<file path="config.mk">
export PLATFORM = sky130hd
export DESIGN_NAME = tx_serial_7o1
export DESIGN_NICKNAME = d
export VERILOG_FILES = /design/src/rtl/tx_serial_7o1.sv
export SDC_FILE = /design/constraint.sdc
export NUM_CORES = 1
export LEC_CHECK = 0
export CAP_MARGIN = 40
export CORE_UTILIZATION = 54
export CTS_BUF_LIST = sky130_fd_sc_hd__clkbuf_16
export DETAILED_ROUTE_END_ITERATION = 12
export PLACE_DENSITY_LB_ADDON = 0.1
export SKIP_LAST_GASP = 1
export SYNTH_ARGS = -nofsm -noshare
export SYNTH_HDL_FRONTEND = slang
export SYNTH_SLANG_ARGS = --single-unit
</file>
<file path="constraint.sdc">
create_clock -name clock -period 2.2 [get_ports clock]
set_input_delay 0.44 -clock clock [delete_from_list [all_inputs] [get_ports clock]]
set_output_delay 0.44 -clock clock [all_outputs]
set_load 0.005 [all_outputs]
</file>
<file path="src/rtl/tx_serial_7o1.sv">
// tx_serial_7o1: 7O1 UART transmitter, one start bit, 7 data bits LSB first, odd parity, one stop bit
module tx_serial_7o1 #(
  parameter int M = 434,
  parameter int N = 9
) (
  input  logic       clock,
  input  logic       reset,
  input  logic       partida,
  input  logic [6:0] dados_ascii,
  output logic       saida_serial,
  output logic       pronto,
  output logic       em_transmissao,
  output logic [3:0] db_estado
);
  typedef enum logic [3:0] {
    OCIOSO     = 4'b0000,
    PREPARACAO = 4'b0001,
    TRANSMISSAO = 4'b0101,
    FINAL_TX   = 4'b1111
  } state_t;
  state_t state_q, state_d;
  logic [9:0] sr_q, sr_d;
  logic [N-1:0] cnt_q, cnt_d;
  logic [3:0] idx_q, idx_d;
  logic bit_end;
  assign bit_end = cnt_q == N'(M - 1);
  // state and datapath registers; reset returns the line to idle immediately
  always_ff @(posedge clock) begin
    if (reset) begin
      state_q <= OCIOSO;
      sr_q    <= '1;
      cnt_q   <= '0;
      idx_q   <= '0;
    end else begin
      state_q <= state_d;
      sr_q    <= sr_d;
      cnt_q   <= cnt_d;
      idx_q   <= idx_d;
    end
  end
  // next state, frame shifting and outputs decoded from registered state only
  always_comb begin
    state_d        = state_q;
    sr_d           = sr_q;
    cnt_d          = cnt_q;
    idx_d          = idx_q;
    saida_serial   = 1'b1;
    pronto         = 1'b0;
    em_transmissao = 1'b0;
    db_estado      = state_q;
    case (state_q)
      OCIOSO: begin
        state_d = partida ? PREPARACAO : OCIOSO;
        sr_d    = partida ? {1'b1, ~^dados_ascii, dados_ascii, 1'b0} : sr_q;
      end
      PREPARACAO: begin
        em_transmissao = 1'b1;
        cnt_d          = '0;
        idx_d          = '0;
        state_d        = TRANSMISSAO;
      end
      TRANSMISSAO: begin
        em_transmissao = 1'b1;
        saida_serial   = sr_q[0];
        cnt_d          = bit_end ? '0 : cnt_q + N'(1);
        sr_d           = bit_end ? {1'b1, sr_q[9:1]} : sr_q;
        idx_d          = !bit_end ? idx_q : (idx_q == 4'd9) ? 4'd0 : idx_q + 4'd1;
        state_d        = (bit_end && idx_q == 4'd9) ? FINAL_TX : TRANSMISSAO;
      end
      FINAL_TX: begin
        pronto  = 1'b1;
        state_d = OCIOSO;
      end
      default: begin
        db_estado = 4'b1110;
        state_d   = OCIOSO;
      end
    endcase
  end
endmodule
</file>
==> flow_summary_export.csv, run 1 <==
group,metric,value,unit
critical_path,slowest_delay,460,ps
yosys,synth_area,1423,µm²
clock_tree,clk_latency,260,ps
route,drc,0,
clock_tree,cts.sink_count,25,
critical_path,cp_top_family,"simple AND/OR/NAND/NOR gates",
yosys,synthArstFlopShare,0,
yosys,synth_most_common_cell,"dfxtp_1",
clock_tree,clockBufferDepth,2,
yosys,synth.area.top_cells,"dfxtp_1 35%, o311ai_2 8.0%, a21oi_1 5.3%, a311oi_1 4.3%, o21ai_0 4.2%",
timing,setup_slack,126.1,ps
finish,syn2layout_area_growth,20.67,%
timing,fin_skew,7.517,ps
grt,grt_use_total,0.2430,
finish,n_fill_cell,219,
yosys,yosysUniqueCellTypes,46,
yosys,syn_inst,161,
finish,final_core_util,0.6929,
timing,slew_viol_final,0,
yosys,ys_warn_count,0,
floorplanning,die_area,2844,µm²
grt,grt_antenna_before_repair,0,
critical_path,start_kind,"flip-flop",
timing,relSlewSlack,0.6369,
floorplanning,core_area,2477,µm²
critical_path,arrival,1630,ps
timing,rsz0062_at_grt,"no",
yosys,ys.flop_type,"dfxtp_1",
critical_path,path_buf_inv,1,
power,leakage,0.5863,nW
route,firstDrtPassIters,4,
floorplanning,ios,17,
place,io_buffer_count,16,
clock_tree,cts_root_buffer,"clkbuf_16",
power,p_clk_frac,0.385,
yosys,synth_edf_count,0,
route,avgViaCountPerCell,6.014,
finish,nNetsFinal,194,
yosys,syn_nets,175,
critical_path,cp_cell_sequence,"nand3b_1, or2_2, clkdlybuf4s50_1",
power,ir_drop,0.4895,mV
yosys,synth-seq-cells,25,
clock_tree,path_clk_slew,70,ps
floorplanning,die_h,53.33,µm
timing,timing.final.crit_share,0.9427,
place,preCtsSetupSlack,32.81,ps
grt,grt_start_max_net_pins,16,
clock_tree,cts_tree,"built",
timing,setup_viol,0,
route,vias,1257,
place,dp.final_hpwl,2.331,mm
floorplanning,rows,18,
grt,overflow,0,
timing,max_freq,482.2,MHz
grt,grt_pass1_vias,1119,
yosys,yosysSeqAreaShare,0.3518,
floorplanning,die_w,53.33,µm
timing,tightest_slew,544.6,ps
critical_path,end_kind,"output pin",
critical_path,crit_type,"reg2out",
yosys,synth_largest_area_cell,"dfxtp_1",
finish,diodes,0,
clock_tree,cts_made_buffers,3,
route,wl_per_cell,14.74,µm
timing,final-hold-violation-count,0,
yosys,synth_commonest_cells,"25 x dfxtp_1, 16 x nor2_1, 15 x a21oi_1",
power,power.internal,797.0,µW
power,pwr-share-comb,0.156,
timing,fin_setup_tns,0,ps
power,switchingPower,257.4,µW
floorplanning,start_util,0.5742,
finish,layout.cells.non_filler,209,
place,placed_cells,205,
critical_path,crit_slowest_cell,"dfxtp_1",
finish,drive_above_1_share,0.1508,
status,status,"complete, no violations",
route,drt_iter0_markers,41,
power,power.share.switching,0.2441,
yosys,avgSynthCellArea,8.836,µm²
critical_path,required,1760,ps
power,p_seq_frac,0.460,
power,p_per_area,614.2,nW/µm²
clock_tree,cts_max_level,1,
place,place_congestion,0.7732,
route,antenna_left,0,
hold_path,min_path_type,"reg2reg",
clock_tree,postCtsSetupBuffers,0,
route,routed_wl,3.081,mm
yosys,netlist.area_leader.share,0.3518,
timing,period_needed,2074,ps
grt,grt_pass1_wl,5.071,mm
job,max_cap_viol_count,0,
critical_path,crit_fanout,6,
cell families after synthesis:
family / Yosys count / share of synthesized area
XOR/XNOR: 6 / 0.03694
buffers and inverters: 18 / 0.05980
AND/OR/NAND/NOR: 51 / 0.1944
adder cells (fa/ha/maj): 4 / 0.03518
flip-flops: 25 / 0.3518
AO/OA/AOI/OAI: 56 / 0.3149
multiplexers: 1 / 0.007036
routing by layer:
metal / vias up / global-route usage / share of wire
met5: - / 0 / 0
met2: 15 / 0.4000 / 0.47
met4: 0 / 0.06579 / 0.0036
met1: 602 / 0.3253 / 0.51
li1: 638 / - / -
met3: 2 / 0.03448 / 0.018
final cells by class:
class	instances	area, µm²	area share
clock inverter	1	7.507	0.004373
multi-input combinational	118	837.1	0.4876
timing repair buffer	26	235.2	0.1370
clock buffer	3	75.07	0.04373
tap	30	37.54	0.02187
sequential	25	501.7	0.2923
inverter	6	22.52	0.01312
flip-flops by register name, summed over array words and instances, names as in the netlist:
signal and count:
cnt_q 9, idx_q 4, sr_q 9, state_q 3
worst paths after layout:
kind | from | cells past startpoint | slack, ps | endpoint
max | state_q[0]$_SDFF_PP0_ | 3 | 130 | saida_serial
min | cnt_q[8]$_SDFFE_PP0P_ | 1 | 480 | cnt_q[8]$_SDFFE_PP0P_
max reg2reg | cnt_q[1]$_SDFFE_PP0P_ | 6 | 300 | cnt_q[8]$_SDFFE_PP0P_
min reg2reg | cnt_q[8]$_SDFFE_PP0P_ | 1 | 480 | cnt_q[8]$_SDFFE_PP0P_
power by group through the flow:
stage	sequential, mW	combinational [mW]	clock (mW)
final	0.485	0.164	0.405
after global routing	0.487	0.180	0.435
after CTS	0.484	0.164	0.415
after detailed placement	0.495	0.163	0
after global placement	0.494	0.157	0
after floorplan	0.489	0.108	0
repair_timing:
| action | 4_1_cts | 5_1_grt |
|---|---|---|
| setup endpoints to repair | 0 | 1 |
| hold buffers | 0 | 0 |
| gates resized for setup | 0 | 1 |
stage by stage:
step	area, µm²	power [mW]	hold WS, ps
4_1_cts	1715	1.063	477.8
3_3_place_gp	1633	0.6509	461.7
2_1_floorplan	1423	0.5972	442.8
6_report	1717	1.054	478.0
3_5_place_dp	1633	0.6579	465.9
5_1_grt	1717	1.102	496.1
placed cells by master, fill, tap and decap left out, drive strengths merged, types with 2 or more instances in the layout:
master and count:
nand2 8, buf 10, clkbuf 3, a311oi 7, o311ai 7, nor2 16, ha 4, nand4b 2
and3 3, a41oi 3, inv 6, xnor2 6, dfxtp 25, nand2b 4, a21oi 16, o21ai 12
or2 2, nand4 2, nor3 2, nand3 3, clkdlybuf4s50 16, a31oi 3
(Power assumes the default switching activity.)
==> inputs of run 2 (changes only) <==
- ABC_CLOCK_PERIOD_IN_PS: unset -> 2200
- CORE_UTILIZATION: 54 -> 42
- CTS_CLUSTER_DIAMETER: unset -> 40
==> flow_summary_export.csv, run 2 (synthesized netlist as in run 1, its figures left out) <==
group,metric,value,unit
status,status,"complete, no violations",
route,routed_wl,3.287,mm
power,power.internal,790.7,µW
grt,grt_pass1_wl,5.464,mm
finish,reg_top3,"cnt_q (9), sr_q (9), idx_q (4)",
timing,relSlewSlack,0.6338,
power,p_clk_frac,0.385,
finish,syn2layout_area_growth,20.58,%
critical_path,startpoint,"state_q[0]$_SDFF_PP0_",
clock_tree,cts.sink_count,25,
critical_path,end_kind,"output pin",
clock_tree,clk_latency,260,ps
critical_path,start_kind,"flip-flop",
critical_path,required,1760,ps
floorplanning,core_area,3128,µm²
finish,diodes,0,
clock_tree,path_clk_slew,60,ps
timing,tightest_slew,549.2,ps
power,switchingPower,257.2,µW
power,pwr-share-comb,0.153,
hold_path,min_path_type,"reg2reg",
floorplanning,die_w,60.20,µm
place,preCtsSetupSlack,36.98,ps
place,io_buffer_count,16,
power,leakage,0.5816,nW
hold_path,hold_start,"cnt_q[1]$_SDFFE_PP0P_",
job,max_cap_viol_count,0,
grt,overflow,0,
clock_tree,cts_tree,"built",
power,p_per_area,610.9,nW/µm²
finish,nNetsFinal,192,
grt,grt_start_max_net_pins,23,
grt,grt_antenna_before_repair,0,
finish,regArea,501.7,µm²
finish,drive_above_1_share,0.1356,
finish,n_fill_cell,311,
clock_tree,cts_max_level,1,
floorplanning,die_area,3624,µm²
grt,grt_use_met3,0.04329,
finish,mostFrequentLayoutCell,"dfxtp_1",
route,avgViaCountPerCell,5.733,
floorplanning,rows,20,
route,vias,1267,
route,wl_per_cell,14.87,µm
clock_tree,cts_made_buffers,3,
clock_tree,cts_root_buffer,"clkbuf_16",
timing,setup_slack,132.5,ps
place,dp.final_hpwl,2.371,mm
finish,most-common-layout-cells,"24 x dfxtp_1, 16 x nor2_1, 16 x clkdlybuf4s50_1",
power,power.share.switching,0.2455,
timing,period_needed,2067,ps
power,ir_drop,0.4030,mV
timing,fin_skew,4.287,ps
critical_path,crit_fanout,6,
clock_tree,clockBufferDepth,2,
grt,grt_pass1_vias,1223,
route,drc,0,
timing,setup_viol,0,
power,p_seq_frac,0.462,
floorplanning,start_util,0.4548,
critical_path,crit_type,"reg2out",
grt,grt_use_total,0.2017,
critical_path,timing.rr.start,"cnt_q[1]$_SDFFE_PP0P_",
grt,grt_use_met1,0.2464,
timing,final-hold-violation-count,0,
finish,multi_input_area,837.1,µm²
route,firstDrtPassIters,4,
timing,max_freq,483.7,MHz
floorplanning,ios,17,
route,antenna_left,0,
grt,gr-max-usage-layer,"met2",
place,place_congestion,0.7657,
critical_path,arrival,1630,ps
timing,slew_viol_final,0,
grt,grtUsageMet2,0.3516,
timing,timing.final.crit_share,0.9398,
timing,rsz0062_at_grt,"no",
timing,fin_setup_tns,0,ps
floorplanning,die_h,60.20,µm
route,drt_iter0_markers,76,
[run 2: cell count changes in the layout (fill, tap and decap cells not counted)]
cell / before / now
inv_1: 6 / 7
buf_4: 10 / 8
clkinvlp_4: 1 / 0
[run 2: cell type report]
| class | count | area share |
|---|---|---|
| Tap cell | 44 | 0.03209 |
| Inverter | 6 | 0.01313 |
| Clock inverter | 1 | 0.002188 |
| Multi-Input combinational cell | 118 | 0.4880 |
| Clock buffer | 3 | 0.04376 |
| Timing Repair Buffer | 24 | 0.1284 |
| Sequential cell | 25 | 0.2925 |
[run 2: power by group through the flow]
| stage | Clock, mW | Combinational [mW] | Sequential, mW |
|---|---|---|---|
| after floorplan | 0 | 0.108 | 0.489 |
| after global placement | 0 | 0.156 | 0.494 |
| after detailed placement | 0 | 0.160 | 0.495 |
| after CTS | 0.410 | 0.161 | 0.484 |
| after global routing | 0.432 | 0.175 | 0.487 |
| final | 0.403 | 0.160 | 0.485 |
[run 2: worst paths after layout]
path	endpoint	slack [ps]	cells after the start
worst max-delay path	saida_serial	130	3
worst min-delay path	cnt_q[1]$_SDFFE_PP0P_	480	2
worst max register to register	cnt_q[8]$_SDFFE_PP0P_	250	6
worst min register to register	cnt_q[1]$_SDFFE_PP0P_	480	2
[run 2: critical path: stages, from the launching register on]
cell and delay, ps:
dfxtp_1 460, nand3b_1 160, or2_2 290, clkdlybuf4s50_1 450
[run 2: what timing repair did]
item	4_1_cts	5_1_grt
buffers inserted	0	0
hold buffers	0	0
endpoints found under the setup margin	0	3
resized for setup	0	1
[run 2: per-stage QoR]
stage | hold WS, ps | area, µm² | utilization | instances | total power, mW
floorplan | 442.8 | 1423 | - | 161 | 0.5972
global placement | 460.9 | 1635 | 0.5228 | 217 | 0.6502
detailed placement | 478.4 | 1635 | 0.5228 | 217 | 0.6546
CTS | 487.7 | 1714 | 0.5480 | 221 | 1.056
global route | 519.4 | 1715 | 0.5484 | 221 | 1.094
finish | 483.5 | 1715 | 0.5484 | 221 | 1.048
[run 2: metal layers]
metal | wire [µm] | share of wire
met2 | 1617 | 0.49
met4 | 29 | 0.0088
met3 | 64 | 0.019
met1 | 1575 | 0.48
met5 | 0 | 0
